$ cat src/rtl/commit_trace_checker_pkg.sv
// Shared encodings, trace entry layout and saturating-increment helpers for the retire-stream checker.
package commit_trace_checker_pkg;

  localparam logic [1:0] ST_IDLE = 2'd0;
  localparam logic [1:0] ST_RUN  = 2'd1;
  localparam logic [1:0] ST_DONE = 2'd2;
  localparam logic [1:0] ST_ERR  = 2'd3;

  localparam logic [2:0] ERR_NONE     = 3'd0;
  localparam logic [2:0] ERR_FIRST_PC = 3'd1;
  localparam logic [2:0] ERR_SEQ      = 3'd2;
  localparam logic [2:0] ERR_ALIGN    = 3'd3;
  localparam logic [2:0] ERR_WDOG     = 3'd4;

  localparam logic [31:0] EBREAK_WORD = 32'h0010_0073;

  typedef struct packed {
    logic [31:0] pc;
    logic [31:0] instr;
  } trace_ent_t;

  function automatic logic [31:0] sat_inc32(input logic [31:0] v);
    return (v == 32'hFFFF_FFFF) ? v : v + 32'd1;
  endfunction

  function automatic logic [15:0] sat_inc16(input logic [15:0] v);
    return (v == 16'hFFFF) ? v : v + 16'd1;
  endfunction

endpackage

$ cat src/rtl/commit_trace_checker_trace_fifo.sv
// Synchronous trace FIFO, write-to-read latency 1 cycle; a push into a full FIFO is only taken
// when a pop happens in the same cycle, otherwise it is discarded (caller accounts for drops).
module commit_trace_checker_trace_fifo
  import commit_trace_checker_pkg::*;
#(
  parameter int DEPTH = 16
) (
  input  logic       clk,
  input  logic       rst,
  input  logic       push,
  input  logic       pop,
  input  trace_ent_t wdat,
  output trace_ent_t rdat,
  output logic       full,
  output logic       empty
);

  localparam int AW = $clog2(DEPTH);

  trace_ent_t       mem [DEPTH];
  logic [AW:0]      wr_ptr;
  logic [AW:0]      rd_ptr;
  logic             do_push;
  logic             do_pop;

  // Extra MSB distinguishes full from empty when the index bits match.
  assign empty   = (wr_ptr == rd_ptr);
  assign full    = (wr_ptr[AW] != rd_ptr[AW]) && (wr_ptr[AW-1:0] == rd_ptr[AW-1:0]);
  assign do_pop  = pop && !empty;
  assign do_push = push && (!full || do_pop);
  assign rdat    = empty ? '0 : mem[rd_ptr[AW-1:0]];

  always_ff @(posedge clk) begin
    if (rst) begin
      wr_ptr <= '0;
      rd_ptr <= '0;
    end else begin
      if (do_push) wr_ptr <= wr_ptr + (AW+1)'(1);
      if (do_pop)  rd_ptr <= rd_ptr + (AW+1)'(1);
    end
  end

  always_ff @(posedge clk) begin
    if (do_push) mem[wr_ptr[AW-1:0]] <= wdat;
  end

endmodule

$ cat config.mk
export PLATFORM = sky130hd
export DESIGN_NAME = commit_trace_checker_trace_fifo
export DESIGN_NICKNAME = d
export VERILOG_FILES = /design/src/rtl/commit_trace_checker_pkg.sv /design/src/rtl/commit_trace_checker_trace_fifo.sv
export SDC_FILE = /design/constraint.sdc
export NUM_CORES = 1
export LEC_CHECK = 0
export BUFFER_PORTS_ARGS = -buffer_cell sky130_fd_sc_hd__buf_4
export CAP_MARGIN = 30
export CORE_ASPECT_RATIO = 0.9
export CORE_MARGIN = 2
export CORE_UTILIZATION = 55
export CTS_CLUSTER_DIAMETER = 40
export DETAILED_ROUTE_END_ITERATION = 7
export PLACE_DENSITY = 0.75
export SLEW_MARGIN = 20
export SYNTH_ARGS = -nofsm -noshare
export SYNTH_HDL_FRONTEND = slang
export SYNTH_SLANG_ARGS = --single-unit
$ cat constraint.sdc
create_clock -name clk -period 6.91 [get_ports clk]
set_input_delay 0.691 -clock clk [delete_from_list [all_inputs] [get_ports clk]]
set_output_delay 0.691 -clock clk [all_outputs]
set_load 0.02 [all_outputs]
==> impl_metrics.env <==
export IMPL_drt_iter0_markers=2469
export IMPL_fin_ws_ps=2320
export IMPL_setup_tns_final_ps=0
export IMPL_nets=1922
export IMPL_grt_pass1_wl_um=131000
export IMPL_status="finished, final reports clean"
export IMPL_drive_gt1_share_pct=33.0
export IMPL_synth_cell_types=32
export IMPL_synth_edf_count=1024
export IMPL_fp_dieH_um=257
export IMPL_cts_htree_levels=3
export IMPL_core_mm2=0.0701
export IMPL_grt_pass1_vias=19400
export IMPL_dp_cells=2672
export IMPL_highest_layer="met5"
export IMPL_comb_power_share_pct=11.7
export IMPL_rrSetupSlack_ps=3390
export IMPL_hold_ws_ps=265
export IMPL_ys_flop_type="edfxtp_1"
export IMPL_hold_violations=0
export IMPL_cp_arrival_ps=3890
export IMPL_pwr_share_clk_pct=40.6
export IMPL_antenna_found_initial=7
export IMPL_required_ps=6220
export IMPL_finalCritPeriodShare_pct=66.4
export IMPL_pin_count=134
export IMPL_ir_drop_mv=0.213
export IMPL_power_leakage_nw=13.9
export IMPL_clock_fmax_ghz=0.218
export IMPL_min_period_ps=4590
export IMPL_yosys_top_cells_count="edfxtp_1, mux4_2, o22ai_1, nor3_1, buf_2"
export IMPL_drc=0
export IMPL_ant_nets=0
export IMPL_place_area_mm2=0.0410
export IMPL_grt_max_degree=97
export IMPL_cts_made_buffers=114
export IMPL_max_cap_violations=0
export IMPL_worstMarginPinSlew_ps=1010
export IMPL_fin_skew_ps=25.8
export IMPL_die_area_mm2=0.0730
export IMPL_powerDensity_mw_per_mm2=330
export IMPL_routabilityCongestion=0.734
export IMPL_drt_total_wl_um=89000
export IMPL_fp_row_count=92
export IMPL_clk_latency_ps=680
export IMPL_swShare_pct=24.4
export IMPL_wl_per_cell_um=30.8
export IMPL_area_growth_pct=15.0
export IMPL_start_util_pct=55.6
export IMPL_synth_most_common_cell="edfxtp_1"
export IMPL_slew_violations=0
export IMPL_slew_limit_headroom_pct=32.9
export IMPL_min_path_type="in2reg"
export IMPL_drt_first_pass_iters=7
export IMPL_hold_path_startpoint="rst"
export IMPL_vias_per_cell=6.51
export IMPL_yosysTopAreaCellShare_pct=78.9
export IMPL_gr_usage_all_layers_pct=24.6
export IMPL_stdcell_count=2891
export IMPL_min_path_cells=2
export IMPL_stdcell_area_mm2=0.0448
export IMPL_cts_sink_count=1038
export IMPL_worstSetupStartpointType="register"
export IMPL_path_clk_slew_ps=60
export IMPL_finish_utilization_pct=64.0
export IMPL_crit_type="reg2out"
export IMPL_path_max_fanout=46
export IMPL_power_switching_mw=3.60
export IMPL_post_synth_cell_area_avg_um2=23.5
export IMPL_p_int_mw=11.2
export IMPL_post_cts_repair_setup_buffers=0
export IMPL_synthCells=1662
export IMPL_tritoncts="done"
export IMPL_async_reset_ff_share_pct=0
export IMPL_setup_viol=0
export IMPL_yosys_area_top_type="edfxtp_1"
export IMPL_power_total_mw=14.8
export IMPL_rsz0062_at_grt="false"
export IMPL_r2r_end="mem[0][25]"
export IMPL_post_cts_resized=0
export IMPL_clock_path_buffers=3
export IMPL_wl_met1_um=34800
export IMPL_synth_warnings=0
export IMPL_chipWidth_um=285
export IMPL_cts_root_buf="clkbuf_16"
export IMPL_power_frac_seq_pct=47.7
export IMPL_portBuffers=133
export IMPL_yosysSeqAreaShare_pct=79.6
export IMPL_synth_area_mm2=0.0390
export IMPL_ys_ff_latch=1038
export IMPL_whs_endpoint="wr_ptr[0]"
export IMPL_synthTopCellsByArea="edfxtp_1, mux4_2, o22ai_1"
export IMPL_hpwl_um=44000
export IMPL_rr_worst_depth=5
export IMPL_nFillCells=4445
export IMPL_regToRegStartpoint="rd_ptr[4]"
export IMPL_vias=18800
export IMPL_gr_total_overflow=0
export IMPL_crit_path_end_kind="primary output"
export IMPL_dr_wl_met2_um=43500
export IMPL_pre_cts_ws_ps=3100
export IMPL_wl_met3_um=8550
export IMPL_ctsHoldBuffers=0
export IMPL_syn_nets=1735
## registers in the layout, summed over array words and instances (netlist names), named ones only
register  cells
mem        1024
rd_ptr        5
wr_ptr        5
## layer usage
layer	up-vias	track usage, %
li1	7565	-
met1	10000	35.4
met2	1073	39.1
met3	159	5.24
met4	12	6.40
met5	-	0
## layout make-up
type	count	area (um^2)	share of cell area, %
Antenna cell	2	5.00	0.0112
Clock buffer	132	2980	6.65
Clock inverter	84	821	1.83
Inverter	2	7.51	0.0167
Multi-Input combinational cell	524	7510	16.7
Sequential cell	1038	31000	69.2
Tap cell	940	1180	2.62
Timing Repair Buffer	169	1300	2.90
## worst max-delay path, stage by stage, from the launching register on
cell,delay [ps]
dfxtp_4,740
buf_4,650
or2_2,760
o22ai_1,150
nor3_1,590
buf_4,260
## power groups by stage
stage	registers, mW	logic, mW	clock network (mW)
after floorplan	7.15	1.16	0
after global placement	7.19	1.71	0
after detailed placement	7.20	1.73	0
after CTS	7.07	1.75	6.06
after global routing	7.07	1.83	6.33
final	7.07	1.73	6.00
## cell families (layout without fill, tap and decap cells)
kind of cell             count (synthesis)  after routing  share of synthesized area, %
flip-flops                            1038           1038                          79.6
multiplexers                           259            259                          14.9
AO/OA/AOI/OAI                          135            135                          2.17
AND/OR/NAND/NOR                        113            113                          1.53
buffers and inverters                  100            387                          1.42
XOR/XNOR                                12             12                         0.270
adder cells (fa/ha/maj)                  5              5                         0.160
other                                    0              2                             0
## worst max path at each step
stage                      endpoint      start  cells past startpoint  slack (ps)
after CTS                  rdat[48]   register                      5        2330
after global routing       rdat[17]   register                      5        2250
after detailed placement   rdat[48]   register                      5        3100
after global placement     rdat[48]   register                      5        3140
final                      rdat[48]   register                      5        2320
after floorplan           mem[3][0]  rd_ptr[4]                      4         980
## layout by cell type (no fill, tap or decap), drive strengths merged
cell | synthesis | final
ha | 5 | 5
and2 | 2 | 2
dfxtp | 14 | 14
buf | 69 | 169
nor2 | 13 | 13
bufinv | 0 | 8
clkbuf | 29 | 132
nand2 | 4 | 4
xor2 | 5 | 5
nor3 | 65 | 65
clkinvlp | 0 | 16
nor2b | 6 | 6
nand2b | 4 | 4
inv | 2 | 17
mux2 | 1 | 1
and3 | 12 | 12
mux2i | 2 | 2
nand3 | 1 | 1
a21o | 1 | 1
o22ai | 128 | 128
mux4 | 256 | 256
clkinv | 0 | 45
nor4 | 1 | 1
xnor2 | 7 | 7
or2 | 2 | 2
a21oi | 4 | 4
diode | 0 | 2
a21boi | 2 | 2
nand4 | 3 | 3
edfxtp | 1024 | 1024
Power figures use the tool's default switching activity.
